--- config.mk ---
export PLATFORM = sky130hd
export DESIGN_NAME = ex_operand_stage
export DESIGN_NICKNAME = d
export VERILOG_FILES = /design/src/rtl/ex_operand_stage.sv
export SDC_FILE = /design/constraint.sdc
export NUM_CORES = 1
export LEC_CHECK = 0
export CORE_MARGIN = 5
export CORE_UTILIZATION = 30
export DETAILED_ROUTE_END_ITERATION = 10
export GPL_TIMING_DRIVEN = 0
export PLACE_DENSITY = 0.75
export RECOVER_POWER = 25
export SYNTH_ARGS = -nofsm -noshare
export SYNTH_HDL_FRONTEND = slang
export SYNTH_HIERARCHICAL = 1
export SYNTH_SLANG_ARGS = --single-unit
--- constraint.sdc ---
create_clock -name clk -period 2.2 [get_ports clk]
set_clock_uncertainty 0.15 [all_clocks]
set_input_delay 0.22 -clock clk [delete_from_list [all_inputs] [get_ports clk]]
set_output_delay 0.22 -clock clk [all_outputs]
set_load 0.05 [all_outputs]
--- src/rtl/ex_operand_stage.sv ---
// Decode-to-execute pipeline register: forwards rs/rt from EX/MEM/WB, selects
// sa/imm operands, stalls on load-use and handshakes with decode and memory.
module ex_fwd_mux #(
  parameter int DATA_WIDTH = 32,
  parameter int REG_ADDR_W = 5
) (
  input  logic [REG_ADDR_W-1:0] i_src,
  input  logic [DATA_WIDTH-1:0] i_rf_value,
  input  logic                  i_ex_fwd_ok,
  input  logic [REG_ADDR_W-1:0] i_ex_dest,
  input  logic [DATA_WIDTH-1:0] i_ex_result,
  input  logic                  i_mem_valid,
  input  logic [REG_ADDR_W-1:0] i_mem_dest,
  input  logic [DATA_WIDTH-1:0] i_mem_result,
  input  logic                  i_wb_valid,
  input  logic [REG_ADDR_W-1:0] i_wb_dest,
  input  logic [DATA_WIDTH-1:0] i_wb_result,
  output logic [DATA_WIDTH-1:0] o_value
);
  // $0 is checked first so a zero destination downstream can never leak a value
  always_comb begin
    o_value = i_rf_value;
    if (i_src == '0)                                 o_value = '0;
    else if (i_ex_fwd_ok && i_ex_dest == i_src)      o_value = i_ex_result;
    else if (i_mem_valid && i_mem_dest == i_src)     o_value = i_mem_result;
    else if (i_wb_valid && i_wb_dest == i_src)       o_value = i_wb_result;
  end
endmodule

module ex_operand_stage #(
  parameter int DATA_WIDTH = 32,
  parameter int REG_ADDR_W = 5
) (
  input  logic                  clk,
  input  logic                  resetn,
  input  logic                  de_valid,
  output logic                  de_ready,
  input  logic [3:0]            de_alu_op,
  input  logic [REG_ADDR_W-1:0] de_rs,
  input  logic [REG_ADDR_W-1:0] de_rt,
  input  logic [DATA_WIDTH-1:0] de_rs_value,
  input  logic [DATA_WIDTH-1:0] de_rt_value,
  input  logic [DATA_WIDTH-1:0] de_imm,
  input  logic [REG_ADDR_W-1:0] de_sa,
  input  logic                  de_src1_is_sa,
  input  logic                  de_src2_is_imm,
  input  logic [REG_ADDR_W-1:0] de_dest,
  input  logic                  de_is_load,
  input  logic [DATA_WIDTH-1:0] de_pc,
  input  logic [DATA_WIDTH-1:0] alu_result,
  input  logic                  mem_valid,
  input  logic [REG_ADDR_W-1:0] mem_dest,
  input  logic [DATA_WIDTH-1:0] mem_result,
  input  logic                  wb_valid,
  input  logic [REG_ADDR_W-1:0] wb_dest,
  input  logic [DATA_WIDTH-1:0] wb_result,
  input  logic                  mem_allowin,
  output logic                  ex_valid,
  output logic [3:0]            ex_alu_op,
  output logic [DATA_WIDTH-1:0] ex_alu_a,
  output logic [DATA_WIDTH-1:0] ex_alu_b,
  output logic [DATA_WIDTH-1:0] ex_store_data,
  output logic [REG_ADDR_W-1:0] ex_dest,
  output logic                  ex_is_load,
  output logic [DATA_WIDTH-1:0] ex_pc
);
  localparam int NUM_SRC = 2;

  logic                  r_valid;
  logic [3:0]            r_alu_op;
  logic [DATA_WIDTH-1:0] r_a, r_b, r_store, r_pc;
  logic [REG_ADDR_W-1:0] r_dest;
  logic                  r_is_load;

  logic                                 w_allowin, w_hazard, w_ex_fwd_ok;
  logic [NUM_SRC-1:0][REG_ADDR_W-1:0]   w_src;
  logic [NUM_SRC-1:0][DATA_WIDTH-1:0]   w_rf, w_fwd;
  logic [DATA_WIDTH-1:0]                w_a_next, w_b_next;

  assign w_allowin = ~r_valid | mem_allowin;

  // rt is always compared because stores consume it as data
  assign w_hazard = r_valid & r_is_load & (r_dest != '0) &
                    ((~de_src1_is_sa & (r_dest == de_rs)) | (r_dest == de_rt));

  assign de_ready    = w_allowin & ~w_hazard;
  assign w_ex_fwd_ok = r_valid & ~r_is_load;

  assign w_src = {de_rt, de_rs};
  assign w_rf  = {de_rt_value, de_rs_value};

  genvar g;
  generate
    for (g = 0; g < NUM_SRC; g++) begin : g_fwd
      ex_fwd_mux #(.DATA_WIDTH(DATA_WIDTH), .REG_ADDR_W(REG_ADDR_W)) u_fwd (
        .i_src       (w_src[g]),
        .i_rf_value  (w_rf[g]),
        .i_ex_fwd_ok (w_ex_fwd_ok),
        .i_ex_dest   (r_dest),
        .i_ex_result (alu_result),
        .i_mem_valid (mem_valid),
        .i_mem_dest  (mem_dest),
        .i_mem_result(mem_result),
        .i_wb_valid  (wb_valid),
        .i_wb_dest   (wb_dest),
        .i_wb_result (wb_result),
        .o_value     (w_fwd[g])
      );
    end
  endgenerate

  assign w_a_next = de_src1_is_sa ? {{(DATA_WIDTH-REG_ADDR_W){1'b0}}, de_sa} : w_fwd[0];
  assign w_b_next = de_src2_is_imm ? de_imm : w_fwd[1];

  always_ff @(posedge clk or negedge resetn) begin
    if (!resetn) begin
      r_valid   <= 1'b0;
      r_alu_op  <= '0;
      r_a       <= '0;
      r_b       <= '0;
      r_store   <= '0;
      r_dest    <= '0;
      r_is_load <= 1'b0;
      r_pc      <= '0;
    end else if (w_allowin) begin
      r_valid <= de_valid & ~w_hazard;
      if (de_valid && de_ready) begin
        r_alu_op  <= de_alu_op;
        r_a       <= w_a_next;
        r_b       <= w_b_next;
        r_store   <= w_fwd[1];
        r_dest    <= de_dest;
        r_is_load <= de_is_load;
        r_pc      <= de_pc;
      end
    end
  end

  assign ex_valid      = r_valid;
  assign ex_alu_op     = r_alu_op;
  assign ex_alu_a      = r_a;
  assign ex_alu_b      = r_b;
  assign ex_store_data = r_store;
  assign ex_dest       = r_dest;
  assign ex_is_load    = r_is_load;
  assign ex_pc         = r_pc;
endmodule

; Word level (Yosys, flattened, before mapping)
; Index checks and enable logic that the tools add are counted.
[totals]
ff_bits = 139
latch_bits = 0
ramBits = 0
rom_bits = 0
input_bits = 267
out_inout_bits = 140
elab_cells = 48
mem_count = 0
[op_classes]
add_sub_neg = 0
mul = 0
n_div = 0
n_lt_le_gt_ge = 0
n_eq_ne = 6
shift = 0
muxes = 10
bitwise_logic = 13
n_reduce_logical = 11
[op_table]
columns = operator, n
row1 = $mux W32, 10
row2 = $eq A5 B5 Y1, 6
row3 = $logic_not A5 Y1, 2
row4 = $and A1 B1 Y1, 7
row5 = $logic_and A1 B1 Y1, 7
row6 = $reduce_bool A5 Y1, 1
row7 = $not A1 Y1, 4
row8 = $or A1 B1 Y1, 2
row9 = $reduce_and A2 Y1, 1

; Logic depth before layout (Yosys ltp)
[depth]
depth_word = 8
mapped_depth = 9
depth_no_buf = 7

; By module
; The synthesis kept the hierarchy.
[by_module_without_submodules]
columns = mod, n_inst, cells_per_inst, area_each_um2, seq_area_each_um2
row1 = ex_operand_stage, 1, 360, 5816.8, 3478.3
row2 = ex_fwd_mux, 2, 214, 1332.5, 0.0

; Least setup slack after synthesis
; Ideal clock, no wire load.
[synth_path]
path_type = reg-to-output
start = register r_dest[0], in the netlist ex_dest[0]
end = output de_ready
t_arrival_ns = 2.232
t_required_ns = 1.830
slack_ns = -0.402
path_stages_with_launch = 4
n_path_buf = 0
path_cell_list = dfrtp_1 > or3_1 > o311a_4 > a21oi_1
[synth_via]
elab_chain_len = 6
word_cells_on_any_way = 9
classes_between = eq/ne (2) / bitwise (6) / reduce/logical (1)
[synth_rtl]
columns = item, line_no
row1 = from (decl), 72  ; logic [REG_ADDR_W-1:0] r_dest;
row2 = from (signal assigned), 132  ; r_dest <= de_dest;
row3 = $eq A5 B5 Y1, 84  ; ((~de_src1_is_sa & (r_dest == de_rs)) | (r_dest == de_rt));
row4 = $and A1 B1 Y1, 84
row5 = $or A1 B1 Y1, 84
row6 = $and A1 B1 Y1 *, 83  ; assign w_hazard = r_valid & r_is_load & (r_dest != '0) &
row7 = $not A1 Y1 *, 86  ; assign de_ready = w_allowin & ~w_hazard;
row8 = $and A1 B1 Y1 *, 86
row9 = to (decl), 37  ; output logic de_ready,
; Mark *: on every way between the ends. The rest lies on a longest branch, timed or not.

==> results.md <==
* Status: finished, violations left
* Violated checks: setup timing
* Slack of the worst reg-to-reg path at -360 ps
* Number of storage elements in the synthesis netlist at 139
* Starting density of the core at 30.4%
* Clock edge transition at the registers on the reported setup and hold paths at 80 ps
* Number of synthesized flops with an enable pin at 0
* Complex-gate fraction of the synthesized area at around 19%
* Via count at 9202
* Kind of path behind the tightest hold check: primary input to flop
* Crit path DAT at 2710 ps
* Critical Path RT at 2350 ps
* FP Rows at 61
* Final Slew Violations at 0
* Routed length per instance at 26.5 µm
* Max Fclk at 391 MHz
* Critical Path Stages at 9
* Final weighted congestion in routability-driven placement at 0.894
* Average vias per placed instance at 5.55
* Kind of cell adding the most delay to the critical path: multiplexers
* Post-synthesis sequential area ratio at 41.0%
* Synthesized-area fraction occupied by adder cells at 0%
* Level count of the clock H-tree at 4
* Initial antenna violation count at 8
* Fill cell total of the finished layout at 2366
* Fraction of synthesis flops using an asynchronous set or reset pin at 100%
* Synth warnings at 6
* Count of clock tree sinks at 139
* Post-route total power at 11700 µW
* Placed inst area at 13100 µm²
* Number of endpoints failing setup at the final stage at 139
* Slew at the pin closest to its max-slew limit at 1390 ps
* Number of I/O pins at 407
* Antenna violation net count after detailed routing at 0
* Post-synthesis share of cell area spent on xor and xnor gates at 4.13%
* Ranking of synthesized cells by area: dfrtp_1 (41%), mux2_2 (19%), o221ai_1 (6.4%)
* Standard cell core area at 27900 µm²
* Number of maximum-capacitance violations at 0
* Critical Path, Cell by Cell: xor2_2 -> nor4_2 -> nand3_2 -> buf_6 -> clkbuf_16 -> o21ai_2 -> a31oi_1 -> mux2_4 -> mux2_4
* CP endpoint: ex_alu_a[3]
* Die area at 31700 µm²
* TritonCTS clock tree: built
* Maximum number of pins on one net before global-route repair at 90
* Area of combinational cells with multiple inputs at between 5000 and 6000 µm²
* Initial drt markers at 733
* Max incr delay on CP at around 530 ps
* Number of buffers created by CTS at 17
* Total number of nets in the final design at 1532
* Maximum fanout count along the critical path at 5
* Unrepaired setup endpoints after global routing: true
* Critical Setup Path Class: flop to flop
* Synth-to-Final Area Change at 78.1%
* CTS Root Buffer Type: clkbuf_16
* Final worst-path setup slack at -356 ps
* Detailed-placement wirelength estimate at 30.9 mm
* Syn Inst Count at 788
* Element type at the critical path end: flop
* Worst r2r src: ex_dest[3]
* Combinational family with the most area after synthesis: multiplexers
* Total power divided by cell area at between 700 and 800 nW/µm²
* CP startpoint kind: flop
* Sequential cell area at 3490 µm²
* Leading register cell type out of synthesis: dfrtp_1
* Hold WS at about 250 ps
* Synth Area in Simple Gates at 9.66%
* Max-Slew Margin vs Limit at 7.49%
* Overall track demand over capacity in global routing at 26.7%
* Total Wirelength at 44.0 mm
* Max rail drop VDD at roughly 0.45 mV
* Worst setup startpoint: ex_dest[3]
* Cell with the biggest individual delay on the critical path: dfrtp_4
* Minimum clock period at 2560 ps
* Cell with the most instances on the worst path: mux2_4
* Worst reg2reg endpoint: ex_alu_a[3]
* PortBufs at 404
* Vias in the first global route at 9932
* Width of the chip at between 150 and 200 µm
* Die height at 178 µm
* Fraction of synthesized cell area taken by the top area cell type at 41.0%
* Final std cell area, no fill at 15100 µm²
* Cell taking the most area after synthesis: dfrtp_1
* Multiplexer area fraction after synthesis at 19.6%
* DRC violations left at 0
* Total buffers and inverters traversed by the critical path at 2
* Proportion of layout cells with a drive suffix above 1 at about 27%
* Clock insertion delay at the later pin of the skew report at 420 ps
* Synth cell types at 36
* Leakage power at 0.00605 µW
* Synthesized netlist net count at 1055
* Maximum clock insertion buffer count at 2
* Leftover overflow at the end of global routing at 0
* Worst r2r path cells at 9
* Post-synthesis instance area at 8480 µm²
* Number of hold-slack violations in the final timing report at 0
* Tcrit/Tclk final at 116%
* Detailed-routing iteration count for the pre-antenna-repair pass at 5
* Global-route wire length before repair at between 60 and 70 mm
* Avg Inst Size Synth at 10.8 µm²
* Final core area utilization at about 54%
state kept, by name, indices dropped and copies added, names as in the netlist:
name / flops
ex_alu_b: 32
ex_pc: 32
ex_alu_a: 32
ex_valid: 1
ex_dest: 5
ex_is_load: 1
ex_store_data: 32
ex_alu_op: 4
cell families (layout without fill, tap and decap cells):
kind of cell | count (synthesis) | after routing
AOI/OAI and AO/OA | 228 | 228
and+or+nand+nor | 156 | 156
muxes | 148 | 148
DFF | 139 | 139
buffers and inverters | 77 | 567
xor gates and xnor gates | 40 | 40
other | 0 | 2
where the power goes:
part	total, µW	switching [µW]	internal, µW	leakage [µW]
sequential	3350	319	3030	0.00166
clock	2990	1380	1610	0.000279
combinational	5350	2990	2360	0.00411
per-layer routing:
| metal | track usage, % | share of wire [%] | vias to the layer above |
|---|---|---|---|
| li1 | - | - | 3993 |
| met1 | 31.5 | 38 | 4483 |
| met2 | 45.3 | 48 | 610 |
| met3 | 8.92 | 10 | 104 |
| met4 | 9.44 | 3.2 | 12 |
| met5 | 0 | 0.19 | - |
timing repair:
item / in CTS / in global routing
hold buffers: 1 / 0
pin swaps: 15 / 33
hold endpoints to repair: 50 / 0
cloned: 12 / 2
buffers inserted: 40 / 9
gates resized for setup: 174 / 97
endpoints found under the setup margin: 139 / 139
worst register-to-register path, stage by stage (launching register included):
cell and delay (ps):
dfrtp_4 530, xor2_2 170, nor4_2 370, nand3_2 170, buf_6 170, clkbuf_16 150, o21ai_2 120, a31oi_1 70
mux2_4 290, mux2_4 260
how the worst min path moves through the flow:
stage | from | endpoint | cells after the start
floorplan | resetn | ex_alu_a[0] | 0
detailed placement | resetn | ex_alu_op[1] | 1
CTS | resetn | ex_alu_op[1] | 2
finish | de_pc[21] | ex_pc[21] | 2
global placement | ex_alu_a[3] | ex_alu_a[3] | 1
global route | de_pc[21] | ex_pc[21] | 2
per-stage QoR:
stage          instances  setup TNS [ps]  worst slack, ps
2_1_floorplan        788          -20340             -215
3_3_place_gp        1570         -826940            -6050
3_5_place_dp        1571         -123330            -1240
4_1_cts             1656          -31110             -335
5_1_grt             1658          -41590             -440
6_report            1658          -32300             -356
area by class of cell:
class,count,area share [%]
plain buffers,73,4.21
flip-flops and latches,139,23.1
well taps,378,3.13
multi-input cells,572,33.3
clock buffers,17,2.82
diodes,2,0.0331
repair buffers,462,32.4
clock inverters,15,1.03
cells in the mapped netlist, drive strengths merged, types with 19 or more instances:
master and instances:
a22o 27, a31oi 64, buf 43, clkbuf 34
dfrtp 139, mux2 148, nand2 68, o21ai 64
o221ai 62, or3 63, xnor2 19, xor2 21
cells in the final DEF (no fill, tap or decap), types with 17 or more instances in the layout:
cell type,n
a22o_1,27
a31oi_1,58
buf_12,21
buf_4,25
clkbuf_1,19
clkbuf_16,20
clkdlybuf4s50_1,389
dfrtp_1,134
mux2_2,62
mux2_4,85
nand2_1,68
o21ai_1,34
o221ai_1,62
or3_1,62
xnor2_1,17
No activity file was read; power rests on OpenSTA's default activity.
